File: config.mk
export PLATFORM = sky130hd
export DESIGN_NAME = apb_arb_master
export DESIGN_NICKNAME = d
export VERILOG_FILES = /design/src/rtl/apb_pkg.sv /design/src/rtl/rr_arb2.sv /design/src/rtl/apb_arb_master.sv
export SDC_FILE = /design/constraint.sdc
export NUM_CORES = 1
export LEC_CHECK = 0
export ABC_CLOCK_PERIOD_IN_PS = 2700
export CAP_MARGIN = 0
export CORE_MARGIN = 8
export CORE_UTILIZATION = 41
export CTS_BUF_LIST = sky130_fd_sc_hd__clkbuf_16
export DETAILED_ROUTE_END_ITERATION = 8
export GPL_TIMING_DRIVEN = 1
export HOLD_SLACK_MARGIN = 0.08
export PLACE_DENSITY = 0.81
export SYNTH_ARGS = -nofsm -noshare
export SYNTH_HDL_FRONTEND = slang
export SYNTH_SLANG_ARGS = --single-unit
File: constraint.sdc
create_clock -name pclk -period 2.7 [get_ports pclk]
set_clock_uncertainty 0.05 [all_clocks]
set_input_delay 0.54 -clock pclk [delete_from_list [all_inputs] [get_ports pclk]]
set_output_delay 0.54 -clock pclk [all_outputs]
set_load 0.02 [all_outputs]
File: src/rtl/apb_pkg.sv
// Shared types and constants for the two-requester APB master.
package apb_pkg;

   localparam int DATA_W           = 8;
   localparam int ADDR_W           = 32;
   localparam int MAX_ADDR_DEFAULT = 15;

   typedef enum logic [1:0] {
      IDLE   = 2'd0,
      SETUP  = 2'd1,
      ACCESS = 2'd2,
      DONE   = 2'd3
   } apb_state_e;

   // Turn a requester index into its one-hot completion pattern.
   function automatic logic [1:0] grant_onehot(input logic idx);
      return idx ? 2'b10 : 2'b01;
   endfunction

endpackage

File: src/rtl/rr_arb2.sv
// Two-way round-robin arbiter; the pointer moves only when a grant is taken.
module rr_arb2 (
   input  logic       pclk,
   input  logic       presetn,
   input  logic [1:0] req,
   input  logic       advance,
   output logic [1:0] gnt
);

   logic prio_one;

   // A lone request always wins; on a tie the requester not served last wins.
   always_comb begin
      gnt = req;
      if (req == 2'b11) begin
         gnt = prio_one ? 2'b10 : 2'b01;
      end
   end

   // After serving requester 0, requester 1 gets priority next, and vice versa.
   always_ff @(posedge pclk or negedge presetn) begin
      if (!presetn) begin
         prio_one <= 1'b0;
      end else if (advance && (|gnt)) begin
         prio_one <= gnt[0];
      end
   end

endmodule

File: src/rtl/apb_arb_master.sv
// APB master shared by two requesters: arbitrate, run one SETUP/ACCESS
// transfer, report completion with a one-cycle req_done pulse.
module apb_arb_master #(
   parameter int TIMEOUT_CYC = 16,
   parameter int MAX_ADDR    = apb_pkg::MAX_ADDR_DEFAULT
) (
   input  logic                            pclk,
   input  logic                            presetn,
   input  logic [1:0]                      req_valid,
   input  logic [1:0]                      req_write,
   input  logic [2*apb_pkg::ADDR_W-1:0]    req_addr,
   input  logic [2*apb_pkg::DATA_W-1:0]    req_wdata,
   output logic [1:0]                      req_done,
   output logic [apb_pkg::DATA_W-1:0]      req_rdata,
   output logic                            req_err,
   output logic                            psel,
   output logic                            penable,
   output logic                            pwrite,
   output logic [apb_pkg::ADDR_W-1:0]      paddr,
   output logic [apb_pkg::DATA_W-1:0]      pwdata,
   input  logic [apb_pkg::DATA_W-1:0]      prdata,
   input  logic                            pready,
   input  logic                            pslverr
);

   import apb_pkg::*;

   localparam int                 CNT_W      = $clog2(TIMEOUT_CYC + 1);
   localparam logic [CNT_W-1:0]   CNT_MAX    = CNT_W'(TIMEOUT_CYC);
   localparam logic [ADDR_W-1:0]  ADDR_LIMIT = ADDR_W'(MAX_ADDR);

   apb_state_e          state, state_n;
   logic [CNT_W-1:0]    cnt, cnt_n;
   logic                gnt_idx, gnt_idx_n;
   logic                psel_n, penable_n, pwrite_n;
   logic [ADDR_W-1:0]   paddr_n;
   logic [DATA_W-1:0]   pwdata_n;
   logic [1:0]          req_done_n;
   logic [DATA_W-1:0]   req_rdata_n;
   logic                req_err_n;

   logic [1:0]          gnt;
   logic                advance;
   logic                sel;
   logic                sel_write;
   logic [ADDR_W-1:0]   sel_addr;
   logic [DATA_W-1:0]   sel_wdata;

   assign advance = (state == IDLE) && (|req_valid);

   rr_arb2 u_arb (
      .pclk    (pclk),
      .presetn (presetn),
      .req     (req_valid),
      .advance (advance),
      .gnt     (gnt)
   );

   // Pick out the winning requester's direction, address and write data.
   always_comb begin
      sel       = gnt[1];
      sel_write = sel ? req_write[1] : req_write[0];
      sel_addr  = sel ? req_addr[2*ADDR_W-1:ADDR_W] : req_addr[ADDR_W-1:0];
      sel_wdata = sel ? req_wdata[2*DATA_W-1:DATA_W] : req_wdata[DATA_W-1:0];
   end

   // Next state plus the next value of every registered output.
   always_comb begin
      state_n     = state;
      cnt_n       = cnt;
      gnt_idx_n   = gnt_idx;
      psel_n      = 1'b0;
      penable_n   = 1'b0;
      pwrite_n    = pwrite;
      paddr_n     = paddr;
      pwdata_n    = pwdata;
      req_done_n  = 2'b00;
      req_rdata_n = req_rdata;
      req_err_n   = req_err;

      case (state)
         IDLE: begin
            cnt_n = '0;
            if (|req_valid) begin
               gnt_idx_n = sel;
               pwrite_n  = sel_write;
               paddr_n   = sel_addr;
               pwdata_n  = sel_wdata;
               if (sel_addr > ADDR_LIMIT) begin
                  state_n     = DONE;
                  req_done_n  = grant_onehot(sel);
                  req_rdata_n = '0;
                  req_err_n   = 1'b1;
               end else begin
                  state_n = SETUP;
                  psel_n  = 1'b1;
               end
            end
         end

         SETUP: begin
            state_n   = ACCESS;
            psel_n    = 1'b1;
            penable_n = 1'b1;
            cnt_n     = CNT_W'(1);
         end

         ACCESS: begin
            if (pready) begin
               state_n     = DONE;
               req_done_n  = grant_onehot(gnt_idx);
               req_err_n   = pslverr;
               req_rdata_n = pwrite ? '0 : prdata;
               cnt_n       = '0;
            end else if (cnt == CNT_MAX) begin
               state_n     = DONE;
               req_done_n  = grant_onehot(gnt_idx);
               req_err_n   = 1'b1;
               req_rdata_n = '0;
               cnt_n       = '0;
            end else begin
               psel_n    = 1'b1;
               penable_n = 1'b1;
               cnt_n     = cnt + CNT_W'(1);
            end
         end

         DONE: begin
            state_n = IDLE;
         end

         default: begin
            state_n = IDLE;
         end
      endcase
   end

   // Register state and all outputs; reset drops any transfer in flight.
   always_ff @(posedge pclk or negedge presetn) begin
      if (!presetn) begin
         state     <= IDLE;
         cnt       <= '0;
         gnt_idx   <= 1'b0;
         psel      <= 1'b0;
         penable   <= 1'b0;
         pwrite    <= 1'b0;
         paddr     <= '0;
         pwdata    <= '0;
         req_done  <= 2'b00;
         req_rdata <= '0;
         req_err   <= 1'b0;
      end else begin
         state     <= state_n;
         cnt       <= cnt_n;
         gnt_idx   <= gnt_idx_n;
         psel      <= psel_n;
         penable   <= penable_n;
         pwrite    <= pwrite_n;
         paddr     <= paddr_n;
         pwdata    <= pwdata_n;
         req_done  <= req_done_n;
         req_rdata <= req_rdata_n;
         req_err   <= req_err_n;
      end
   end

endmodule

==> impl_metrics.json <==
{
  "run_status": "completed",
  "viasPerCell": 5.301,
  "synth.mux.area_fraction": 0.003273,
  "layout-drive-gt1-share": 0.07056,
  "internal-power_uw": 3451,
  "switching_share": 0.3820,
  "xor_and_xnor_area_share_after_synthesis": 0,
  "post_synth_and_or_nand_nor_area_fraction": 0.2291,
  "crit_family": "simple AND/OR/NAND/NOR gates",
  "share_of_flip_flops_with_an_asynchronous_set_or_reset": 1.000,
  "grt_overflow": 0,
  "timing.critical_path.slowest_stage_cell": "sky130_fd_sc_hd__nor4_1",
  "syn-instance-count": 338,
  "cp.arrival_ns": 2.63,
  "crit-reg2reg-capture": "req_err$_DFFE_PN0P_",
  "synth.avg_cell_area_um2": 9.047,
  "cp-startpoint": "req_addr[15]",
  "synth_flop_cell": "sky130_fd_sc_hd__dfrtp_1",
  "total_leakage_power_uw": 0.002084,
  "dr_total_vias": 3154,
  "worst_slew_pin_slew_ns": 0.7745,
  "timing.critical_path.cells": "clkdlybuf4s50_1 > nor4_1 > buf_4 > nand4_1 > nor4_2 > o32ai_2 > a22o_1",
  "post_synth_cell_types": 41,
  "power.ir.vdd_worst_mv": 0.5063,
  "crit_path_end": "req_rdata[5]$_DFFE_PN0P_",
  "post_cts_resize_count": 0,
  "grt_pass1_vias": 3357,
  "rrSetupSlack_ns": 0.56,
  "syn2layout_area_growth_pct": 63.87,
  "timing.hold.worst.class": "in -> async",
  "report.power.total_uw": 5584,
  "core_area_um2": 7253,
  "power.clock.fraction": 0.214,
  "timing.critical_path.required_ns": 2.85,
  "violation_count_after_the_first_detailed_route_iteration": 95,
  "setup_repair_after_global_routing_missed_its_margin": "no",
  "syn_nets": 441,
  "die_h_um": 102.4,
  "reg2reg_depth": 6,
  "row_count": 31,
  "synth_enable_flop_cells": 0,
  "synth_compound_area_frac": 0.1874,
  "critical_path.reg2reg.startpoint": "state[1]$_DFFE_PN0P_",
  "worst-path-stages": 7,
  "setup_violations": 0,
  "num-nets-final": 594,
  "largest_net_degree_at_the_start_of_global_routing": 33,
  "final_period_minus_worst_setup_slack_ns": 2.477,
  "max_stage_delay_ns": 0.43,
  "clock-sinks": 63,
  "avgRoutedWirePerCell_um": 17.27,
  "antenna_found_initial": 0,
  "maxCapViolations": 0,
  "num_antenna_cells": 0,
  "crit_buf_inv": 2,
  "cts.hold.buffers_added": 0,
  "clockBufferDepth": 2,
  "max_clock_freq_mhz": 403.7,
  "netSwitchingPower_uw": 2133,
  "pin_count": 150,
  "post-dp-hpwl_um": 8127,
  "clkTransAtPathRegs_ns": 0.05,
  "grt_util_all_layers": 0.2016,
  "final.period_utilization": 0.9175,
  "timing_worst_setup_path_type": "in -> reg",
  "dieArea_um2": 10480,
  "timing.critical_path.fanout_max": 8,
  "synth_adder_area_share": 0.02864,
  "met1Wirelength_um": 4051,
  "grt_pass1_wl_um": 16430,
  "ys_warnings": 0,
  "met3WireLength_um": 1030,
  "layout.cells.non_filler": 595,
  "post-route-drc-count": 0,
  "sequentialPowerShare": 0.291,
  "ys_seq_area_frac": 0.5155,
  "worstSkewPairLatency_ns": 0.32,
  "final_max_slew_viol_count": 0,
  "gp_congestion": 0.8383,
  "slew-limit-headroom": 0.4818,
  "power_frac_comb": 0.496,
  "tritoncts": "yes",
  "maxUsedRoutingLayer": "met4",
  "hold_viol": 0,
  "ys_seq_elements": 63,
  "cts_setup_buffers": 0,
  "endpoint_kind": "register",
  "critical_path.startpoint_type": "input port",
  "cellPowerDensity_nw_per_um2": 1114,
  "cts-root-buf": "sky130_fd_sc_hd__clkbuf_16",
  "antenna_viol_nets_final": 0,
  "route.met2.wl_um": 4977,
  "initial_core_util": 0.4216,
  "wirelength_um": 10280,
  "placed_cells_incl_taps": 579,
  "synth_area_um2": 3058,
  "cts.htree.levels": 3,
  "port_buffers": 149,
  "first_pass_iters": 4,
  "synth_top_family_by_area": "simple AND/OR/NAND/NOR gates",
  "cts_made_buffers": 9,
  "dieWidth_um": 102.4
}
through the flow:
stage / utilization / cell area (um2) / worst slack (ns) / TNS [ns] / hold slack [ns]
after floorplan: - / 3058 / 0.6564 / 0 / 0.1944
after global placement: 0.6476 / 4697 / -0.03837 / -0.3118 / 0.3973
after detailed placement: 0.6476 / 4697 / -0.05539 / -0.3788 / 0.4087
after CTS: 0.6909 / 5011 / 0.2323 / 0 / 0.1728
after global routing: 0.6909 / 5011 / 0.1418 / 0 / 0.2034
final: 0.6909 / 5011 / 0.2227 / 0 / 0.1575
cells in the mapped netlist, types with 3 or more instances:
cell type	instances	area (um2)
sky130_fd_sc_hd__a31oi_1	31	193.9
sky130_fd_sc_hd__nor2_1	36	135.1
sky130_fd_sc_hd__dfrtp_1	63	1577
sky130_fd_sc_hd__o21ai_1	16	80.08
sky130_fd_sc_hd__a22oi_1	13	97.59
sky130_fd_sc_hd__nor4_1	14	87.58
sky130_fd_sc_hd__nor3_1	3	15.01
sky130_fd_sc_hd__a21oi_1	5	25.02
sky130_fd_sc_hd__ha_1	7	87.58
sky130_fd_sc_hd__a22o_1	9	78.83
sky130_fd_sc_hd__inv_1	9	33.78
sky130_fd_sc_hd__buf_1	3	11.26
sky130_fd_sc_hd__nand3_1	3	15.01
sky130_fd_sc_hd__clkbuf_1	16	60.06
sky130_fd_sc_hd__o21ai_0	3	15.01
sky130_fd_sc_hd__nand2_1	78	292.8
registers in the layout, indices dropped and copies added (netlist names):
name,flops
paddr,32
penable,1
u_arb.prio_one,1
psel,1
cnt,5
state,2
req_err,1
req_rdata,8
pwdata,8
gnt_idx,1
pwrite,1
req_done,2
cells in the final DEF, fill, tap and decap left out, drive strengths merged, types with 7 or more instances in the layout:
cell type and instances:
ha 7, o21ai 19, clkbuf 9, nor2 36, inv 10, a22oi 13
a22o 9, a31oi 31, nand2 78, dfrtp 63, nor4 15, buf 14
clkdlybuf4s50 148
cell type report:
cell class,count,area (um2)
flip-flops and latches,63,1577
repair buffers,162,1584
fillers,570,2242
well taps,99,123.9
inverters,9,33.78
clock buffers,9,225.2
clock inverters,7,88.84
multi-input cells,246,1379
cells by family after synthesis:
family	count (synthesis)
mux	1
buf+inv	29
fa+ha+maj	7
simple gates	152
flops	63
compound gates	86
metal layers:
metal | up-vias | GRT usage
met5 | - | 0
met4 | 0 | 0.08916
met2 | 135 | 0.3373
met1 | 1488 | 0.2293
met3 | 14 | 0.06608
li1 | 1517 | -
how the worst min path moves through the flow:
| stage | to | slack (ns) | cells after the start |
|---|---|---|---|
| floorplan | cnt[0]$_DFFE_PN0P_ | 0.19 | 0 |
| global placement | req_done[0]$_DFF_PN0_ | 0.40 | 1 |
| detailed placement | req_done[0]$_DFF_PN0_ | 0.41 | 1 |
| CTS | u_arb.prio_one$_DFFE_PN0P_ | 0.17 | 1 |
| global route | u_arb.prio_one$_DFFE_PN0P_ | 0.20 | 1 |
| finish | u_arb.prio_one$_DFFE_PN0P_ | 0.16 | 1 |
power by group through the flow:
stage | clock network (uW) | registers, uW | logic [uW]
after floorplan | 0 | 2090 | 988
after global placement | 0 | 1620 | 2710
after detailed placement | 0 | 1630 | 2780
after CTS | 1220 | 1630 | 2800
after global routing | 1260 | 1680 | 3000
final | 1190 | 1620 | 2770
Power figures use the tool's default switching activity.
==> edit, RTL diff (same settings) <==
Change the parameter `TIMEOUT_CYC` from 16 to 32.
--- a/src/rtl/apb_arb_master.sv
+++ b/src/rtl/apb_arb_master.sv
@@ -1,7 +1,7 @@
 // APB master shared by two requesters: arbitrate, run one SETUP/ACCESS
 // transfer, report completion with a one-cycle req_done pulse.
 module apb_arb_master #(
-   parameter int TIMEOUT_CYC = 16,
+   parameter int TIMEOUT_CYC = 32,
    parameter int MAX_ADDR    = apb_pkg::MAX_ADDR_DEFAULT
 ) (
    input  logic                            pclk,
Function: no difference found for any inputs over 10 cycles, from zero or initial values and one cycle with presetn low; that may be too few to reach the edited logic, so the function may still have changed.
==> edit against the original RTL <==
  * Power shrank 6.2%
  * First-iteration DRC count grew 6.3%
  * Final area grew 2.0%
  * Maximum frequency grew 7.7%
  * Sequential cell count grew 1
  * Setup slack gained 180 ps
  * Synthesized area grew 3.6%
  * Wire length shrank 2.1%
==> edit: results (changes against the original RTL) <==
* Overall track demand over capacity in global routing: 18.81% (was 20.16%)
- Final critical-path share of the clock period: 85.21% (was 91.75%)
* Number of nets in the synthesized netlist: 421 (was 441)
- Launch point of the worst reg-to-reg path: cnt[0] (was state[1])
- The average vias per placed instance came to 5.166 (was 5.301).
* Max-Slew Margin vs Limit: 46.54% (was 48.18%)
* Placed standard-cell area: 0.004806 mm2 (was 0.004697 mm2)
* Length of routed met2 wiring: 5194 um (was 4977 um)
* Number of global-route vias before repair: 3,324 (was 3,357)
- Met2 layer usage reported by global route: 33.04% (was 33.73%)
- Adder-Cell Fraction of Synth Area: 2.765% (was 2.864%)
- The sum of net half-perimeters after detailed placement was 7854 um (was 8127 um).
* Detailed-route wire length per cell: 17.38 um (was 17.27 um)
- Highest net fanout along the worst path: 9 (was 8)
- Met3 wirelength from detailed routing: 665 um (was 1030 um)
- Seq/Total Area, Yosys: 50.55% (was 51.55%)
- The post-route met1 wirelength is 4021 um (was 4051 um).
- The capture point of the worst reg-to-reg path is req_rdata[3] (was req_err).
- Static leakage: 2.262 nW (was 2.084 nW)
- XOR/XNOR Fraction of Synth Area: 0.2765% (was 0%)
- Number of DRC violations after detailed-routing iteration 0: 101 (was 95)
* Pin count of the biggest net entering global routing: 73 (was 33)
- Total placed cells including tap cells: 563 (was 579)
* Peak VDD IR: 0.4530 mV (was 0.5063 mV)
- Worst path arrival time: 2410 ps (was 2630 ps)
- Result of the run: finished clean (unchanged).
* Layout cell share with drive strength beyond 1: 6.709% (was 7.056%)
* Pre-CTS setup slack: 134.9 ps (was -55.39 ps)
- Met3 demand-to-capacity share in global routing: 5.824% (was 6.608%)
- The routability-driven placement congestion ratio was 0.7992 (was 0.8383).
- The net switching component of the power is 1.980 mW (was 2.133 mW).
- The delay of the slowest cell on the worst path was 450 ps (was 430 ps).
* Setup crit start: req_addr[39] (was req_addr[15])
- Power consumption: 5.235 mW (was 5.584 mW)
edit: changes by cell type in the layout (fill, tap and decap cells not counted), moves of 8 or more:
cell | unedited run | this run
sky130_fd_sc_hd__a22o_1 | 9 | 1
sky130_fd_sc_hd__a31oi_1 | 31 | 1
sky130_fd_sc_hd__inv_1 | 10 | 18
sky130_fd_sc_hd__mux2i_1 | 1 | 28
sky130_fd_sc_hd__nand2_1 | 78 | 61
sky130_fd_sc_hd__nor2_1 | 35 | 6
sky130_fd_sc_hd__o21ai_0 | 3 | 45
sky130_fd_sc_hd__o21ai_1 | 16 | 0
edit: worst max-delay path, delay by kind of cell:
family | cells | cell delay [ps]
AOI/OAI and AO/OA | 2 | 530
and+or+nand+nor | 3 | 910
buffers and inverters | 1 | 430
edit: layout make-up:
type                       instances  area [um2]
multi-input combinational        223        1446
fill                             593        2496
tap                              102       127.6
timing repair buffer             159        1574
clock inverter                     7       80.08
inverter                          15       56.30
clock buffer                       9       225.2
sequential                        64        1602
